File: config.mk
export PLATFORM = sky130hd
export DESIGN_NAME = cnn_accum_collector
export DESIGN_NICKNAME = d
export VERILOG_FILES = /design/src/rtl/cnn_pkg.sv /design/src/rtl/cnn_result_fifo.sv /design/src/rtl/cnn_accum_collector.sv
export SDC_FILE = /design/constraint.sdc
export NUM_CORES = 1
export LEC_CHECK = 0
export ABC_CLOCK_PERIOD_IN_PS = 6400
export CELL_PAD_IN_SITES_DETAIL_PLACEMENT = 1
export CELL_PAD_IN_SITES_GLOBAL_PLACEMENT = 1
export CORE_ASPECT_RATIO = 0.75
export CORE_MARGIN = 4
export CORE_UTILIZATION = 57
export CTS_BUF_LIST = sky130_fd_sc_hd__clkbuf_2 sky130_fd_sc_hd__clkbuf_4 sky130_fd_sc_hd__clkbuf_8
export CTS_CLUSTER_DIAMETER = 150
export DETAILED_ROUTE_END_ITERATION = 16
export MAX_ROUTING_LAYER = met4
export PLACE_DENSITY_LB_ADDON = 0.2
export SLEW_MARGIN = 20
export SYNTH_ARGS = -nofsm -noshare
export SYNTH_HDL_FRONTEND = slang
export SYNTH_SLANG_ARGS = --single-unit
File: constraint.sdc
create_clock -name clk -period 6.4 [get_ports clk]
set_clock_uncertainty 0.15 [all_clocks]
set_input_delay 0.64 -clock clk [delete_from_list [all_inputs] [get_ports clk]]
set_output_delay 0.64 -clock clk [all_outputs]
set_load 0.01 [all_outputs]
File: src/rtl/cnn_pkg.sv
// Constants and result record shared by the CNN data controller and the accumulator collector.
package cnn_pkg;

    localparam int CNT_MAX    = 32;
    localparam int POS_MAX    = 9;
    localparam int DW         = 16;
    localparam int AW         = 20;
    localparam int FIFO_DEPTH = 4;
    localparam int CW         = 5;
    localparam int PW         = 4;

    typedef struct packed {
        logic [CW-1:0]        idx;
        logic signed [AW-1:0] sum;
    } result_t;

    function automatic logic signed [AW-1:0] sext(input logic signed [DW-1:0] d);
        return {{(AW-DW){d[DW-1]}}, d};
    endfunction

endpackage

File: src/rtl/cnn_result_fifo.sv
// Synchronous result FIFO with a registered head; a push into an empty FIFO shows at head one cycle later.
// Pushes while full are dropped, so the writer must gate on full.
module cnn_result_fifo
    import cnn_pkg::*;
#(
    parameter int DEPTH = FIFO_DEPTH
)
(
    input  logic    clk,
    input  logic    rst_b,
    input  logic    push,
    input  result_t push_dat,
    input  logic    pop,
    output result_t head,
    output logic    full,
    output logic    empty
);

    localparam int PTRW = $clog2(DEPTH);
    localparam int CNTW = $clog2(DEPTH + 1);

    result_t         mem [DEPTH];
    logic [PTRW-1:0] wr_ptr;
    logic [PTRW-1:0] rd_ptr;
    logic [PTRW-1:0] rd_ptr_nxt;
    logic [CNTW-1:0] count;
    logic            do_push;
    logic            do_pop;

    assign full       = (count == CNTW'(DEPTH));
    assign empty      = (count == '0);
    assign do_push    = push && !full;
    assign do_pop     = pop && !empty;
    assign rd_ptr_nxt = rd_ptr + 1'b1;

    always_ff @(posedge clk) begin
        if (do_push) begin
            mem[wr_ptr] <= push_dat;
        end
    end

    always_ff @(posedge clk or negedge rst_b) begin
        if (!rst_b) begin
            wr_ptr <= '0;
            rd_ptr <= '0;
            count  <= '0;
            head   <= '0;
        end else begin
            if (do_push) begin
                wr_ptr <= wr_ptr + 1'b1;
            end
            if (do_pop) begin
                rd_ptr <= rd_ptr_nxt;
            end
            case ({do_push, do_pop})
                2'b10:   count <= count + 1'b1;
                2'b01:   count <= count - 1'b1;
                default: ;
            endcase
            // Head tracks the next entry to leave; the incoming record bypasses memory when it becomes head.
            if (do_push && (empty || (do_pop && count == CNTW'(1)))) begin
                head <= push_dat;
            end else if (do_pop && count > CNTW'(1)) begin
                head <= mem[rd_ptr_nxt];
            end
        end
    end

endmodule

File: src/rtl/cnn_accum_collector.sv
// Sums 9 taps per lane from the cnt/pos sweep and queues finished lane sums; result visible 1 cycle after the last tap.
// in_ready drops for every beat while the result FIFO is full; a sticky flag reports sweep-order errors.
module cnn_accum_collector
    import cnn_pkg::*;
(
    input  logic                 clk,
    input  logic                 rst_b,
    input  logic                 in_valid,
    output logic                 in_ready,
    input  logic signed [DW-1:0] in_data,
    input  logic [CW-1:0]        in_cnt,
    input  logic [PW-1:0]        in_pos,
    output logic                 out_valid,
    input  logic                 out_ready,
    output logic signed [AW-1:0] out_data,
    output logic [CW-1:0]        out_idx,
    output logic                 seq_err,
    input  logic                 clr_err
);

    logic signed [AW-1:0] acc [CNT_MAX];
    logic signed [AW-1:0] data_ext;
    logic signed [AW-1:0] sum_nxt;
    logic                 accept;
    logic                 last_tap;
    logic                 fifo_full;
    logic                 fifo_empty;
    logic                 seq_ok;
    logic [CW-1:0]        exp_cnt;
    logic [PW-1:0]        exp_pos;
    logic [CW-1:0]        nxt_cnt;
    logic [PW-1:0]        nxt_pos;
    result_t              res_in;
    result_t              res_head;

    assign in_ready = !fifo_full;
    assign accept   = in_valid && in_ready;
    assign last_tap = (in_pos == PW'(POS_MAX - 1));
    assign data_ext = sext(in_data);
    assign sum_nxt  = (in_pos == '0) ? data_ext : acc[in_cnt] + data_ext;
    assign res_in   = {in_cnt, sum_nxt};

    always_ff @(posedge clk) begin
        if (accept) begin
            acc[in_cnt] <= sum_nxt;
        end
    end

    // Advance from the received indices, so a mismatch resynchronises the checker to the stream.
    always_comb begin
        nxt_cnt = in_cnt + 1'b1;
        nxt_pos = in_pos;
        if (in_cnt == CW'(CNT_MAX - 1)) begin
            nxt_cnt = '0;
            nxt_pos = (in_pos >= PW'(POS_MAX - 1)) ? '0 : in_pos + 1'b1;
        end
    end

    assign seq_ok = (in_cnt == exp_cnt) && (in_pos == exp_pos);

    always_ff @(posedge clk or negedge rst_b) begin
        if (!rst_b) begin
            exp_cnt <= '0;
            exp_pos <= '0;
            seq_err <= 1'b0;
        end else begin
            if (accept) begin
                exp_cnt <= nxt_cnt;
                exp_pos <= nxt_pos;
            end
            if (accept && !seq_ok) begin
                seq_err <= 1'b1;
            end else if (clr_err) begin
                seq_err <= 1'b0;
            end
        end
    end

    cnn_result_fifo #(
        .DEPTH (FIFO_DEPTH)
    ) u_fifo (
        .clk      (clk),
        .rst_b    (rst_b),
        .push     (accept && last_tap),
        .push_dat (res_in),
        .pop      (out_valid && out_ready),
        .head     (res_head),
        .full     (fifo_full),
        .empty    (fifo_empty)
    );

    assign out_valid = !fifo_empty;
    assign out_data  = res_head.sum;
    assign out_idx   = res_head.idx;

endmodule
## Yosys cells after proc, flatten, opt, wreduce, memory -nomap -nowiden

Memories as Yosys holds them, arrays and structs flattened.
Cells that the tools add are included.

| storage, ports and cells | value |
|---|---|
| input bits | 30 |
| flip-flop bits (word level) | 42 |
| memories kept | 2 |
| RAM bits | 740 |
| output and inout port bits | 28 |

Memory list:

| memory | depth | width | read ports | clocked after memory_dff | wr ports | line | text |
|---|---|---|---|---|---|---|---|
| acc | 32 | 20 | 1 | 0 | 1 | cnn_accum_collector.sv:21 | `logic signed [AW-1:0] acc [CNT_MAX];` |
| u_fifo.mem | 4 | 25 | 1 | 0 | 1 | cnn_result_fifo.sv:22 | `result_t mem [DEPTH];` |

| cells by class | value |
|---|---|
| add/sub/neg operators | 7 |
| order comparisons | 2 |
| muxes and demuxes | 13 |
| equality and inequality tests | 8 |
| reductions and logical operators | 19 |

Operators by type and width:

| operator | number |
|---|---|
| two-way mux 25 bit | 2 |
| adder 20 x 16 -> 20 bit | 1 |
| two-way mux 20 bit | 1 |
| logical AND 1 bit | 10 |
| two-way mux 4 bit | 2 |
| two-way mux 1 bit | 6 |
| case mux 3 bit (2 select lines) | 1 |
| nonzero test 2 bit | 3 |
| adder 5 x 1 -> 5 bit (second input constant) | 1 |
| == test 5 bit | 1 |
| == test 5 bit (second input constant) | 1 |
| two-way mux 5 bit | 1 |
| adder 2 x 1 -> 2 bit (second input constant) | 2 |
| adder 4 x 1 -> 4 bit (second input constant) | 1 |
| == test 4 bit | 1 |
| == test 4 bit (second input constant) | 1 |
| >= comparator 4 bit (second input constant) | 1 |
| logical NOT 4 bit | 1 |
| adder 3 x 1 -> 3 bit (second input constant) | 1 |
| == test 3 x 1 -> 1 bit (second input constant) | 1 |
| == test 3 bit (second input constant) | 1 |
| greater-than comparator 3 x 1 -> 1 bit (second input constant) | 1 |
| logical NOT 1 bit | 3 |
| logical NOT 3 bit | 1 |
| 4 further kinds | 4 |

## Depth between registers and ports, before layout

Gate-level depths: netlist of run 1.

| depth | value |
|---|---|
| depth after elaboration | 8 |
| depth in mapped cells | 15 |
| depth with buffers taken out | 13 |

## Hierarchy

From an unflattened synthesis of run 1, not the netlist that was laid out.

| unflattened totals | value |
|---|---|
| cell total of the unflattened synthesis | 1606 |
| area total of the unflattened synthesis | 31433.9 µm² |

Modules (own cells, without submodules):

| module | cells an instance | seq. area each (µm²) | area an instance (µm²) | times used |
|---|---|---|---|---|
| cnn_accum_collector | 1286 | 19468.7 | 26058.7 | 1 |
| cnn_result_fifo | 320 | 3803.6 | 5375.2 | 1 |

## Worst setup path after synthesis of run 1

Ideal clock, no wire load.

| timing path | value |
|---|---|
| path type | input-to-reg |
| start point | input port in_cnt[0] |
| end point | memory acc[0][12], data pin |
| data required time | 5.765 ns |
| cell stages on the path | 15 |
| setup slack | 0.230 ns |
| buffers on the path | 3 |
| arrival time | 5.535 ns |
| cell sequence | buf_2 > clkbuf_1 > buf_2 > mux4_2 > a22oi_1 > nand4_1 > ha_1 > fa_1 > a21o_1 > a221oi_2 > o21bai_1 > a311o_1 > a21oi_1 > xor2_1 > o21ai_0 |

| on the way | value |
|---|---|
| word-level cells in the longest chain between the ends | 3 |

RTL lines:

| what | line | text |
|---|---|---|
| start: declaration | cnn_accum_collector.sv:11 | `input logic [CW-1:0] in_cnt,` |
| memory (32 x 20 bit) | -- |  |
| adder 20 x 16 -> 20 bit | cnn_accum_collector.sv:40 | `assign sum_nxt = (in_pos == '0) ? data_ext : acc[in_cnt] + data_ext;` |
| two-way mux 20 bit | cnn_accum_collector.sv:40 |  |
| named net sum_nxt[12] | cnn_accum_collector.sv:23 | `logic signed [AW-1:0] sum_nxt;` |
| end: declaration | cnn_accum_collector.sv:21 |  |

The timed path passes the listed nets, and every way through them passes these cells.

## Worst setup path after layout of run 1

| timing path | value |
|---|---|
| start point | input port in_cnt[0] |
| end point | memory acc[13][14], data pin |

Same word-level chain as after synthesis.

==> results of run 1 <==
[per-stage QoR]
stage          cells  instance area, um^2
3_3_place_gp    2298                33000
5_1_grt         2516                35400
3_5_place_dp    2298                33000
4_1_cts         2516                35400
6_report        2516                35400
2_1_floorplan   1542                31000
[final cells by class]
| class | count | area [um^2] |
|---|---|---|
| multi-input cells | 666 | 7640 |
| clock buffers | 155 | 1910 |
| inverters | 16 | 60.1 |
| well taps | 712 | 891 |
| clock inverters | 62 | 487 |
| fillers | 4363 | 18100 |
| repair buffers | 123 | 1120 |
| flip-flops and latches | 782 | 23300 |
[state kept, by name (all words and copies together), names as in the netlist]
name,cells
u_fifo.head,25
exp_pos,4
u_fifo.mem,100
u_fifo.wr_ptr,2
exp_cnt,5
u_fifo.rd_ptr,2
u_fifo.count,3
acc,640
seq_err,1
[power groups by stage]
stage | registers, uW | logic (uW) | clock network (uW)
6_report | 6430 | 2060 | 4180
5_1_grt | 6460 | 2210 | 4500
4_1_cts | 6440 | 2060 | 4240
3_5_place_dp | 6540 | 2040 | 0
3_3_place_gp | 6530 | 1920 | 0
2_1_floorplan | 6510 | 1170 | 0
[placed cells by master (no fill, tap or decap), drive strengths merged, types with 7 or more instances in the layout]
cell type,Yosys,final
ha,35,35
a22oi,95,95
xor2,11,11
mux2i,18,18
o31ai,8,8
clkdlybuf4s50,0,54
dfrtp,42,42
mux4,177,177
a21oi,28,28
inv,16,18
nand4,21,21
and2,10,10
nand2,65,65
o21ai,23,23
nor2,50,50
and3,8,8
clkinv,0,52
o22ai,9,9
a21o,13,13
bufinv,0,7
buf,34,68
edfxtp,740,740
clkbuf,44,155
xnor2,24,24
[cell families after synthesis]
kind of cell,synth area share (%)
AO/OA/AOI/OAI,4.54
XOR/XNOR,0.988
adder cells (fa/ha/maj),1.48
buffers and inverters,1.28
flip-flops,75.0
multiplexers,13.5
AND/OR/NAND/NOR,3.19
[what timing repair did]
item	in CTS	in global routing
buffers inserted	0	0
hold buffers	1	0
hold endpoints to repair	42	0
[final timing paths]
path	to	slack (ns)	depth (start not counted)
max in group asynchronous	u_fifo.rd_ptr[1]	5.23	3
min in group asynchronous	u_fifo.head[9]	0.40	3
max reg2reg	acc[13][14]	1.45	12
min	u_fifo.mem[2][20]	0.24	1
min reg2reg	u_fifo.head[23]	0.32	2
max	acc[13][14]	1.17	13
[routing by layer]
layer	up-vias	share of wire, %	GRT usage, %	wire length [um]
met3	134	8.5	5.51	6800
met1	8735	41	41.4	32700
met5	-	0	-	0
li1	6745	-	-	-
met4	0	2.8	8.43	2240
met2	870	48	43.9	38600
==> metrics, run 1 <==
Worst Hold Class primary input to register; crit path cell chain buf_8 -> buf_12 -> buf_4 -> buf_4 -> mux4_2 -> a22oi_1 -> nand4_1 -> ha_1 -> and3_1 -> and3_4 -> nand2b_1 -> xnor2_1 -> mux2_2; pin count of the biggest net entering global routing 59; post-placement worst setup slack 0.230 ns; kind of capture point of the worst setup path register; critical path required time 6.68 ns; vias in the first global route 17,500; Max-Slew Margin vs Limit 28.4%; Gate power share 16.3%; NumNets Final 1,770; cell-internal power 9260 uW; Area contributors post-synth edfxtp_1 (72%), mux4_2 (13%), dfrtp_1 (3.4%); LEAKAGE 0.0116 uW; Worst Setup Path Type primary input to register; synthesized netlist net count 1,608; total power of the final layout 12,700 uW; result of the run finished, final reports clean; number of placed I/O pins 58; slew at the pin closest to its max-slew limit 1.07 ns; Global Route Usage Sum 29.0%; clock tree from TritonCTS done; die extent in y 210 um; DRT Pass-1 Iters 5; switching share of power 27.0%; synth cell count leaders edfxtp_1 (740), mux4_2 (177), a22oi_1 (95); post-synthesis cell type count 57; power per unit of standard cell area 358 mW/mm^2; wire length of the first global-routing pass 119,000 um; TritonCTS Sinks 782; sum of routed wire length over all layers 80,300 um; synth-to-layout area growth 14.0%; routed length per instance 31.9 um; proportion of power drawn by flip-flops and latches 50.7%; proportion of power drawn by the clock network 33.0%; Primary FF master, synth edfxtp_1; post-synthesis async set-or-reset flop share 5.37%; smallest setup slack after layout 1.17 ns; crit path launch type primary input; pins over their slew limit 0; kind of cell adding the most delay to the critical path buffers and inverters; Seq/Total Area, Yosys 75.0%; sum of negative setup slack 0 ns; Worst setup startpoint in_cnt[0]; Mapped Avg Cell Area 20.1 um^2; origin of the worst min-delay path in_cnt[0]; antenna violations before repair 1; arrival time at the worst endpoint 5.51 ns; Clk Latency, worst-skew pair 0.74 ns; Gate Count Post-Synth 1,542; Floorplan Core Area 0.0534 mm^2; WP buf/inv 4; worst hold margin 0.238 ns; number of input and output port buffers inserted 57; count of unresolved DRC violations after routing 0; Crit path top cell by count buf_4; count of H-tree levels built during CTS 3; number of enable-type register cells in the synthesized netlist 740; number of CTS-inserted buffers 115; sum of net half-perimeters after detailed placement 49,800 um; max incr delay on CP 0.69 ns; top achievable clock speed 191 MHz; largest driver fanout on the critical path 58; setup repair after global routing missed its margin no; fraction of the cycle the final worst path needs 81.7%; count of state elements after synthesis 782; clock root buffer clkbuf_8; grt total ovfl 0; switching power 3430 uW; floorplan row count 73; VDD IR max 0.000350 V; number of hold violations in the final report 0; most numerous cell in the Yosys netlist edfxtp_1; Vias per Instance 6.55; post-route minimum period 5.23 ns; total via count after detailed routing 16,500; DR iter-0 viols 1,973; Max Cap Violations 0; weighted congestion reported at the end of routability-driven placement 0.896; Clock Pin Slew Worst Setup and Hold Paths 0.07 ns; horizontal die dimension 277 um; number of buffers on the longest clock path 3; Syn Std Cell Area 0.0310 mm^2; cell at the slowest stage of the critical path mux2_2; Initial Util 58.1%; antenna cells 0; Reg-to-Reg Start acc[5][0]; Resized cells post-CTS 0; DIE AREA 0.0583 mm^2; area share of the largest cell type after synthesis 71.6%; final core utilization 66.2%; Syn. warnings 0; antenna violation net count after detailed routing 0; final number of setup-violating endpoints 0; cell type with the largest total area after synthesis edfxtp_1; fraction of final layout cells with drive strength greater than 1 27.8%
(Power assumes the default switching activity.)
==> run 2: changes to the inputs <==
--- a/config.mk
+++ b/config.mk
@@ -5,12 +5,12 @@
 export SDC_FILE = /design/constraint.sdc
 export NUM_CORES = 1
 export LEC_CHECK = 0
-export ABC_CLOCK_PERIOD_IN_PS = 6400
+export ABC_CLOCK_PERIOD_IN_PS = 4700
 export CELL_PAD_IN_SITES_DETAIL_PLACEMENT = 1
 export CELL_PAD_IN_SITES_GLOBAL_PLACEMENT = 1
 export CORE_ASPECT_RATIO = 0.75
 export CORE_MARGIN = 4
-export CORE_UTILIZATION = 57
+export CORE_UTILIZATION = 51
 export CTS_BUF_LIST = sky130_fd_sc_hd__clkbuf_2 sky130_fd_sc_hd__clkbuf_4 sky130_fd_sc_hd__clkbuf_8
 export CTS_CLUSTER_DIAMETER = 150
 export DETAILED_ROUTE_END_ITERATION = 16
==> constraint.sdc (replaced) <==
create_clock -name clk -period 4.7 [get_ports clk]
set_clock_uncertainty 0.15 [all_clocks]
set_input_delay 0.47 -clock clk [delete_from_list [all_inputs] [get_ports clk]]
set_output_delay 0.47 -clock clk [all_outputs]
set_load 0.01 [all_outputs]
==> metrics, run 2 (synthesis results as in run 1) <==
sum of routed wire length over all layers 86,200 um (+7.3%); arrival time at the worst endpoint 4.87 ns (-0.64 ns); clock root buffer clkbuf_8; count of H-tree levels built during CTS 3 (unchanged); LEAKAGE 0.0123 uW (+6.0%); most used cells in the layout excluding fill and tap cells edfxtp_1 (740), mux4_2 (177), buf_4 (177); Max Cap Violations 0 (unchanged); max reg flops 640 (unchanged); Cell Area, Placed 0.0341 mm^2 (+3.6%); top achievable clock speed 219 MHz; total placed cells including tap cells 2,507 (+9.1%); pins over their slew limit 0 (unchanged); DIE AREA 0.0649 mm^2 (+11%); routed length per instance 31.6 um (-0.87%); vias in the first global route 18,000 (+3.0%); pin count of the biggest net entering global routing 43 (-27%); die extent in y 222 um (+5.5%); synth-to-layout area growth 17.9%; slew at the pin closest to its max-slew limit 0.972 ns (-0.102 ns); register name with the most flops acc; crit path launch type register; smallest setup slack after layout 0.124 ns (-1.05 ns); total via count after detailed routing 17,200 (+4.2%); antenna violations before repair 1 (unchanged); weighted congestion reported at the end of routability-driven placement 0.834 (-6.9%); kind of capture point of the worst setup path register; origin of the worst min-delay path in_cnt[1]; clock tree from TritonCTS done; Clk Latency, worst-skew pair 0.72 ns (-0.02 ns); power per unit of standard cell area 478 mW/mm^2 (+33%); number of input and output port buffers inserted 57 (unchanged); final core utilization 61.4% (-4.8 points); number of buffers on the longest clock path 3 (unchanged); post-placement worst setup slack -0.576 ns (-0.806 ns); Initial Util 52.1% (-6.0 points); final number of setup-violating endpoints 0 (unchanged); endpoint of the worst hold-timing path u_fifo.mem[0][21]; M1 GR Usage 39.9% (-1.5 points); number of CTS-inserted buffers 114 (-0.87%); grt total ovfl 0 (unchanged); Worst Setup Path Type register to register; sum of net half-perimeters after detailed placement 54,300 um (+9.0%); Clock Pin Slew Worst Setup and Hold Paths 0.06 ns (about the same); result of the run finished, final reports clean; count of unresolved DRC violations after routing 0 (unchanged); VDD IR max 0.000436 V (+25%); worst reg2reg path endpoint acc[25][18]; Worst Hold Class primary input to register; number of cells on the worst hold path 2 (+1); peak-usage layer in the global routing report met2; Global Route Usage Sum 27.3% (-1.7 points); r2r worst-path depth 13 (+1); post-route minimum period 4.58 ns; Reg-to-Reg Start acc[1][0]; wire length of the first global-routing pass 125,000 um (+4.7%); number of placed I/O pins 58 (unchanged); DRT Pass-1 Iters 5 (unchanged); commonest non-fill, non-tap cell in the layout edfxtp_1; largest driver fanout on the critical path 18 (-69%); biggest registers after layout acc: 640 flops, u_fifo.mem: 100 flops, u_fifo.head: 25 flops; met3 global-route usage 5.53% (+0.013 points); horizontal die dimension 293 um (+5.6%); sum of negative setup slack 0 ns (unchanged); DR iter-0 viols 2,001 (+1.4%); fraction of final layout cells with drive strength greater than 1 33.2% (+5.4 points); setup slack on the worst flop-to-flop path 0.12 ns (-1.33 ns); Max-Slew Margin vs Limit 35.2% (+6.8 points); post-route design area 0.0366 mm^2 (+3.4%); critical path required time 4.99 ns (-1.69 ns); fraction of the cycle the final worst path needs 97.4%; Vias per Instance 6.31 (-3.7%); antenna violation net count after detailed routing 0 (unchanged); filler-free cell count of the finished design 2,723 (+8.2%); number of hold violations in the final report 0 (unchanged); floorplan row count 77 (+5.5%); Floorplan Core Area 0.0595 mm^2 (+11%); met2 routing resource usage after global routing 40.2% (-3.8 points); NumNets Final 1,903 (+7.5%); TritonCTS Sinks 782 (unchanged)
-- run 2: cell types whose count changed in the layout (fill, tap and decap cells not counted), moves of 4 or more --
cell,delta
buf_12,+15
buf_4,+116
bufinv_16,-5
clkbuf_4,+6
clkbuf_8,+10
clkinv_1,-11
clkinv_2,-9
clkinvlp_4,+4
nor2_2,+21
nor2_4,-20
o21ai_4,+5
-- run 2: worst max-delay path: stages (launching register included) --
cell and delay [ns]:
edfxtp_1 0.39, mux4_2 0.50, a22oi_1 0.29, nand4_1 0.17, ha_1 0.25, fa_1 0.43
a21o_1 0.21, a221oi_2 0.21, buf_4 0.17, o221ai_1 0.18, and3_4 0.26, a31oi_1 0.32
xor2_2 0.23, o21ai_4 0.52
-- run 2: final cells by class --
| class | count | area [um^2] |
|---|---|---|
| clock inverter | 40 | 259 |
| antenna | 1 | 2.50 |
| fill | 5076 | 23000 |
| timing repair buffer | 254 | 2290 |
| multi-input combinational | 669 | 7610 |
| sequential | 782 | 23300 |
| inverter | 16 | 60.1 |
| tap | 790 | 988 |
| clock buffer | 171 | 2090 |
-- run 2: per-stage QoR --
step	hold WS (ns)	total power [uW]
floorplan	0.0244	10500
global placement	0.312	11800
detailed placement	0.314	12000
CTS	0.0981	17600
global route	0.126	18200
finish	0.165	17500
-- run 2: power breakdown --
group	internal (uW)	total (uW)	switching [uW]
clock	2960	5550	2590
sequential	8530	8790	263
combinational	1290	3130	1840
-- run 2: worst max path at each step --
| stage | slack (ns) | from | endpoint | cells past startpoint |
|---|---|---|---|---|
| after floorplan | -0.03 | in_cnt[0] | acc[0][6] | 12 |
| after global placement | -0.44 | in_cnt[3] | acc[30][16] | 15 |
| after detailed placement | -0.58 | in_cnt[0] | acc[30][16] | 14 |
| after CTS | 0.02 | acc[3][0] | acc[23][16] | 13 |
| after global routing | -0.03 | acc[3][0] | acc[16][18] | 13 |
| final | 0.12 | acc[1][0] | acc[25][18] | 13 |
-- run 2: metal layers --
metal / part of all wire, % / up-vias
li1: - / 7008
met2: 47 / 791
met4: 2.2 / 0
met1: 42 / 9238
met3: 8.2 / 146
met5: 0 / -
-- run 2: what timing repair did --
action,CTS,global route
setup buffers,0,0
setup endpoints to repair,0,108
resized for setup,0,5
hold buffers,1,0
endpoints found under the hold margin,42,0
